<file path="src/rtl/instr_prefetch_queue.sv">
// Instruction prefetch queue: a first-word fall-through FIFO between the fetch
// unit and the instruction register. Branch flush discards all contents, and a
// sticky overflow flag records any word offered while the queue was full.
module instr_prefetch_queue #(
    parameter int DATA_W = 32,
    parameter int DEPTH  = 4,
    parameter int CNT_W  = 3
) (
    input  logic              CLK,
    input  logic              CLR,
    input  logic              in_valid,
    input  logic [DATA_W-1:0] in_data,
    output logic              in_ready,
    output logic              out_valid,
    output logic [DATA_W-1:0] out_data,
    input  logic              out_ready,
    input  logic              flush,
    output logic [CNT_W-1:0]  count,
    output logic              ovf
);

    localparam int AW = $clog2(DEPTH);
    localparam logic [CNT_W-1:0] FULL_CNT = CNT_W'(DEPTH);

    // Storage; never cleared, since out_data masks everything outside the live window
    logic [DATA_W-1:0] mem_q [DEPTH];

    logic [AW-1:0]    head_q, head_d;
    logic [AW-1:0]    tail_q, tail_d;
    logic [CNT_W-1:0] count_q, count_d;
    logic             ovf_q, ovf_d;

    logic in_ready_s;
    logic out_valid_s;
    logic push_s;
    logic pop_s;
    logic drop_s;

    // Handshake qualifiers decoded from registered state; flush overrides both transfers
    always_comb begin
        in_ready_s  = (count_q != FULL_CNT);
        out_valid_s = (count_q != {CNT_W{1'b0}});
        push_s      = in_valid && in_ready_s && !flush;
        pop_s       = out_valid_s && out_ready && !flush;
        drop_s      = in_valid && !in_ready_s && !flush;
    end

    // Next-state computation for pointers, occupancy and the sticky overflow flag
    always_comb begin
        head_d  = head_q;
        tail_d  = tail_q;
        count_d = count_q;
        ovf_d   = ovf_q;
        if (flush) begin
            head_d  = {AW{1'b0}};
            tail_d  = {AW{1'b0}};
            count_d = {CNT_W{1'b0}};
            ovf_d   = 1'b0;
        end else begin
            if (push_s) begin
                tail_d = tail_q + AW'(1);
            end else begin
                tail_d = tail_q;
            end
            if (pop_s) begin
                head_d = head_q + AW'(1);
            end else begin
                head_d = head_q;
            end
            case ({push_s, pop_s})
                2'b10:   count_d = count_q + CNT_W'(1);
                2'b01:   count_d = count_q - CNT_W'(1);
                default: count_d = count_q;
            endcase
            if (drop_s) begin
                ovf_d = 1'b1;
            end else begin
                ovf_d = ovf_q;
            end
        end
    end

    // Control state registers with asynchronous clear
    always_ff @(posedge CLK or negedge CLR) begin
        if (!CLR) begin
            head_q  <= {AW{1'b0}};
            tail_q  <= {AW{1'b0}};
            count_q <= {CNT_W{1'b0}};
            ovf_q   <= 1'b0;
        end else begin
            head_q  <= head_d;
            tail_q  <= tail_d;
            count_q <= count_d;
            ovf_q   <= ovf_d;
        end
    end

    // Write the accepted word at the tail slot
    always_ff @(posedge CLK) begin
        if (push_s) begin
            mem_q[tail_q] <= in_data;
        end
    end

    // Output decode: head word falls through, forced to zero when the queue is empty
    always_comb begin
        in_ready  = in_ready_s;
        out_valid = out_valid_s;
        count     = count_q;
        ovf       = ovf_q;
        if (out_valid_s) begin
            out_data = mem_q[head_q];
        end else begin
            out_data = {DATA_W{1'b0}};
        end
    end

endmodule

</file>
<file path="config.mk">
export PLATFORM = sky130hd
export DESIGN_NAME = instr_prefetch_queue
export DESIGN_NICKNAME = d
export VERILOG_FILES = /design/src/rtl/instr_prefetch_queue.sv
export SDC_FILE = /design/constraint.sdc
export NUM_CORES = 1
export LEC_CHECK = 0
export CAP_MARGIN = 20
export CELL_PAD_IN_SITES_DETAIL_PLACEMENT = 1
export CELL_PAD_IN_SITES_GLOBAL_PLACEMENT = 2
export CORE_MARGIN = 4
export CORE_UTILIZATION = 44
export DETAILED_ROUTE_END_ITERATION = 12
export PLACE_DENSITY_LB_ADDON = 0.1
export SLEW_MARGIN = 20
export SYNTH_ARGS = -nofsm -noshare
export SYNTH_HDL_FRONTEND = slang
export SYNTH_SLANG_ARGS = --single-unit
</file>
<file path="constraint.sdc">
create_clock -name CLK -period 5.2 [get_ports CLK]
set_input_delay 1.3 -clock CLK [delete_from_list [all_inputs] [get_ports CLK]]
set_output_delay 1.3 -clock CLK [all_outputs]
set_load 0.03 [all_outputs]
</file>
==> run metrics, run 1 <==
HP Start=ovf; setup TNS=0 ns; GRT overflow=0; switching power=0.898 mW; hold slack=0.514 ns; Post-Route Utilization=0.568; Die Area=0.0143 mm²; number of cells on the worst hold path=2; syn_area_per_cell=20.1 µm²; Register Area=0.00405 mm²; Sink Count=136; arrival time at the worst endpoint=2.88 ns; Startpoint Class=flop; post-DP HPWL=6190 µm; Slew headroom=0.378; outcome=completed; Post-synth EDFFs=128; RSZ-0062 raised after global routing=no; RR Endpoint=count[1]; largest net degree at the start of global routing=34; Pre-antenna DRT Iters=4; Final nets=393; port buffer count=74; CTS clock-pin slew for the worst setup and hold paths=0.05 ns; first-pass GRT wire length=16800 µm; Crit. End Element=primary output; Iteration-0 DRC Markers=159; worst r2r path cells=6; fillers=1074; final setup vio count=0; CTS Buf Count=17; Synth area leader=edfxtp_1; Fin. Hold Viols=0; hold path endpoint=ovf; I/O pin cnt=75; top cells by area, synth=edfxtp_1 70%, mux4_2 13%, dfrtp_1 3.7%; WP data required=3.90 ns; Die Width=119 µm; worst r2r src=count[1]; slew at the pin with the worst max-slew slack=0.933 ns; Post-Syn Instances=272; vias in the first global route=2991; area grow syn2layout=25.6%; register share of total power=0.417; drt wl/cell=19.7 µm; clock root buffer=clkbuf_16; switch share=0.285; Final min period=4.18 ns; Hold WC Path Type=flop to flop; CTS tree=done; via density per instance=5.10; clock latency on the worst-skew pair=0.41 ns; register area share after synthesis=0.741; Post-CTS Setup Inserts=0; Leak Pwr=2.20 nW; Routed WL=10500 µm; via count=2712; Clock Skew=0.00480 ns; Max IR drop VDD=0.000221 V; Slew Limit Fails=0; top_reg_cell synth=edfxtp_1; antenna violations before repair=0; CP max FO=21; Reg2Reg Setup Slack=2.88 ns; flops & latches, synth=136; pwr dens=460 mW/mm²; FFs w/ async S/R, synth=0.0588; Core Area=0.0121 mm²; area of the multi-input gates=0.00129 mm²; clk buf depth=2; # rows=40; H-tree depth=4; CTS resizes=0; Synth top area share=0.704; n_diodes=0; Initial Util=0.453; fin crit share=0.804; kind of critical path=flop to primary output; total power=3.16 mW; hold buffers post-CTS=0; syn nets=314; Die Y=119 µm; Mapped Area=0.00546 mm²; Synth cell types=35; Internal=2.26 mW; warnings from Yosys=0; clock power share=0.334; share of layout cells above drive strength 1=0.195; Tot GR Track Use=0.161; Placer Congestion=0.661; post-route ant nets=0; fmax=239 MHz; Max Cap Viol=0; DRC errors left=0; Logic pwr share=0.249
metrics by stage:
| stage | area [µm²] | std cells | worst slack, ns |
|---|---|---|---|
| after floorplan | 5460 | 272 | 2.24 |
| after global placement | 6330 | 500 | 1.37 |
| after detailed placement | 6330 | 500 | 1.35 |
| after CTS | 6860 | 532 | 0.895 |
| after global routing | 6860 | 532 | 0.804 |
| final | 6860 | 532 | 1.02 |
synth_stat cells, drive strengths merged, types with 2 or more instances:
cell,instances
nor3,2
and3,4
mux4,32
xor2,2
clkbuf,3
buf,14
ha,4
nand3,3
inv,6
dfrtp,8
nand2,3
edfxtp,128
o21ai,2
nand2b,2
nor2b,32
nor2,6
a21oi,5
final cells by class:
class | count | area share
Tap cell | 168 | 0.0307
Sequential cell | 136 | 0.590
Timing Repair Buffer | 77 | 0.111
Clock inverter | 12 | 0.0124
Inverter | 6 | 0.00328
Multi-Input combinational cell | 113 | 0.189
Clock buffer | 20 | 0.0637
per-layer routing:
metal  share of wire  track usage  wire length (µm)  up-vias
met1            0.45        0.206              4690     1389
met2            0.49        0.259              5180       63
li1                -            -                 -     1243
met3           0.038       0.0442               395       17
met4           0.021       0.0687               215        0
met5               0            0                 0        -
logic make-up after synthesis:
logic type,count (synthesis),synth area share
adders and majority gates,5,0.0128
xor gates and xnor gates,3,0.00481
DFF,136,0.741
and+or+nand+nor,54,0.0589
AOI/OAI and AO/OA,18,0.0241
buffers and inverters,23,0.0247
muxes,33,0.134
cell usage in the layout, fill, tap and decap left out, drive strengths merged, types with 3 or more instances in the layout:
cell type / n
edfxtp: 128
and3: 4
nand2: 3
nor2b: 32
a21oi: 5
ha: 4
clkdlybuf4s50: 74
nor2: 6
buf: 3
inv: 6
mux4: 32
nand3: 3
dfrtp: 8
clkbuf: 20
clkinv: 9
power groups by stage:
stage | logic [mW] | clock network, mW | registers, mW
floorplan | 0.545 | 0 | 1.29
global placement | 0.792 | 0 | 1.34
detailed placement | 0.801 | 0 | 1.34
CTS | 0.804 | 1.08 | 1.32
global route | 0.837 | 1.14 | 1.33
finish | 0.785 | 1.06 | 1.32
worst max-delay path by stage:
stage              start  slack [ns]      endpoint  cells past startpoint
2_1_floorplan   in_valid        2.24   mem_q[0][0]                      4
3_3_place_gp   head_q[0]        1.37  out_data[17]                      4
3_5_place_dp   head_q[0]        1.35  out_data[17]                      4
4_1_cts        head_q[0]        0.90  out_data[17]                      4
5_1_grt        head_q[0]        0.80  out_data[17]                      4
6_report       head_q[0]        1.02  out_data[17]                      4
worst max-delay path, stage by stage, from the launching register on:
cell,delay (ns)
dfrtp_2,0.83
buf_4,0.33
mux4_2,0.51
nor2b_1,0.15
clkdlybuf4s50_1,0.63
sequential cells by signal, indices dropped and copies added (netlist names):
name,flops
tail_q,2
count,3
ovf,1
mem_q,128
head_q,2
(Power assumes the default switching activity.)
==> run 2, diff against run 1 <==
Settings changed: CORE_UTILIZATION 44 to 41.
Clock period 5.2 ns to 4.35 ns, I/O delays scaled along.
==> run 2 against run 1 <==
- sequential share of layout area down 1.1 points
- die area rose by 6.8%
- combinational power grew 24%
- via count is 1.8% higher
- register-to-register slack worse by 0.85 ns
- critical path type unchanged
- largest cell class unchanged
- highest routed layer unchanged
==> run metrics, run 2 (synthesis gave the netlist of run 1 again) <==
CTS clock-pin slew for the worst setup and hold paths=0.06 ns (was 0.05 ns); design area=0.00699 mm² (was 0.00686 mm²); largest net degree at the start of global routing=24 (was 34); # rows=41 (was 40); Fin. Hold Viols=0 (unchanged); Post-Place Cell Area=0.00642 mm² (was 0.00633 mm²); Final nets=401 (was 393); DRC errors left=0 (unchanged); Post-CTS Setup Inserts=0 (unchanged); Pre-antenna DRT Iters=4 (unchanged); kind of critical path=flop to primary output (unchanged); commonest non-fill, non-tap cell in the layout=edfxtp_1 (unchanged); GRT overflow=0 (unchanged); CTS tree=done (unchanged); Die Area=0.0152 mm² (was 0.0143 mm²); met1 Track Usage GR=0.194 (was 0.206); pwr dens=556 mW/mm² (was 460 mW/mm²); Max IR drop VDD=0.000294 V (was 0.000221 V); Sink Count=136 (unchanged); share of layout cells above drive strength 1=0.226 (was 0.195); I/O pin cnt=75 (unchanged); outcome=completed (unchanged); Crit. End Element=primary output (unchanged); WP data required=3.26 ns (was 3.90 ns); clock root buffer=clkbuf_16 (unchanged); vias in the first global route=3031 (was 2991); grt met2 use=0.256 (was 0.259); hold buffers post-CTS=0 (unchanged); clock latency on the worst-skew pair=0.42 ns (was 0.41 ns); drt wl/cell=19.8 µm (was 19.7 µm); post-route ant nets=0 (unchanged); max reg flops=128 (unchanged); final setup vio count=0 (unchanged); Die Y=123 µm (was 119 µm); Final min period=3.81 ns; Max Cap Viol=0 (unchanged); arrival time at the worst endpoint=2.72 ns (was 2.88 ns); commonest non-fill, non-tap cells in the layout=128 x edfxtp_1, 74 x clkdlybuf4s50_1, 32 x mux4_2, 32 x nor2b_1, 17 x clkbuf_16 (unchanged); Core Area=0.0128 mm² (was 0.0121 mm²); first-pass GRT wire length=17000 µm (was 16800 µm); area grow syn2layout=28.0% (was 25.6%); via count=2761 (was 2712); Top reg by flops=mem_q (unchanged); pre-CTS WS=0.900 ns (was 1.35 ns); Slew Limit Fails=0 (unchanged); Post-Route Utilization=0.545 (was 0.568); setup ws final=0.544 ns (was 1.02 ns); Hold WC Path Type=flop to flop (unchanged); Leak Pwr=2.27 nW (was 2.20 nW); gr busiest metal=met2 (unchanged); Startpoint Class=flop (unchanged); H-tree depth=4 (unchanged); Placer Congestion=0.677 (was 0.661); Die Width=123 µm (was 119 µm); met3 usage=0.0586 (was 0.0442); via density per instance=5.08 (was 5.10); Routed WL=10800 µm (was 10500 µm); n_diodes=0 (unchanged); setup TNS=0 ns (unchanged); Tot GR Track Use=0.156 (was 0.161); slew at the pin with the worst max-slew slack=0.624 ns (was 0.933 ns); CTS resizes=0 (unchanged); Clock Skew=0.00605 ns (was 0.00480 ns); fmax=263 MHz; fillers=1168 (was 1074); RSZ-0062 raised after global routing=no (unchanged); post-DP HPWL=6920 µm (was 6190 µm); clk buf depth=2 (unchanged); Slew headroom=0.584 (was 0.378); Initial Util=0.426 (was 0.453); fin crit share=0.875; CP max FO=18 (was 21); Iteration-0 DRC Markers=187 (was 159); CTS Buf Count=17 (unchanged); antenna violations before repair=0 (unchanged); port buffer count=74 (unchanged)
-- run 2: final cells by class --
| class | instances | area (µm²) | share of cell area |
|---|---|---|---|
| Inverter | 6 | 22.5 | 0.00322 |
| Sequential cell | 136 | 4050 | 0.579 |
| Multi-Input combinational cell | 113 | 1290 | 0.185 |
| Clock buffer | 18 | 429 | 0.0614 |
| Clock inverter | 14 | 133 | 0.0190 |
| Tap cell | 172 | 215 | 0.0308 |
| Timing Repair Buffer | 85 | 848 | 0.121 |
-- run 2: per-stage QoR --
step / hold WS, ns / instances / power (mW)
6_report: 0.509 / 544 / 3.89
2_1_floorplan: 0.557 / 272 / 2.20
4_1_cts: 0.522 / 544 / 3.94
3_3_place_gp: 0.506 / 512 / 2.56
3_5_place_dp: 0.509 / 512 / 2.58
5_1_grt: 0.544 / 544 / 4.06
-- run 2: final timing paths --
path / depth (start not counted) / startpoint / end / slack (ns)
hold / removal: 2 / ovf / ovf / 0.51
setup / recovery: 4 / head_q[0] / out_data[7] / 0.54
hold reg to reg: 2 / ovf / ovf / 0.51
min in group asynchronous: 1 / CLR / ovf / 0.96
setup reg to reg: 6 / count[1] / count[1] / 2.03
max in group asynchronous: 1 / CLR / head_q[1] / 3.08
-- run 2: per-layer routing --
layer / share of wire / vias to the layer above / routed length (µm)
met2: 0.52 / 66 / 5600
met3: 0.051 / 9 / 546
li1: - / 1262 / -
met1: 0.42 / 1424 / 4500
met4: 0.010 / 0 / 111
met5: 0 / - / 0
-- run 2: critical path, cell delays in order (launching register included) --
cell	delay (ns)
dfrtp_2	0.75
buf_12	0.27
mux4_2	0.52
nor2b_1	0.15
clkdlybuf4s50_1	0.60
-- run 2: where the power goes --
group	switching (mW)	internal, mW	total (mW)
Combinational	0.515	0.458	0.973
Sequential	0.0741	1.49	1.56
Clock	0.519	0.834	1.35
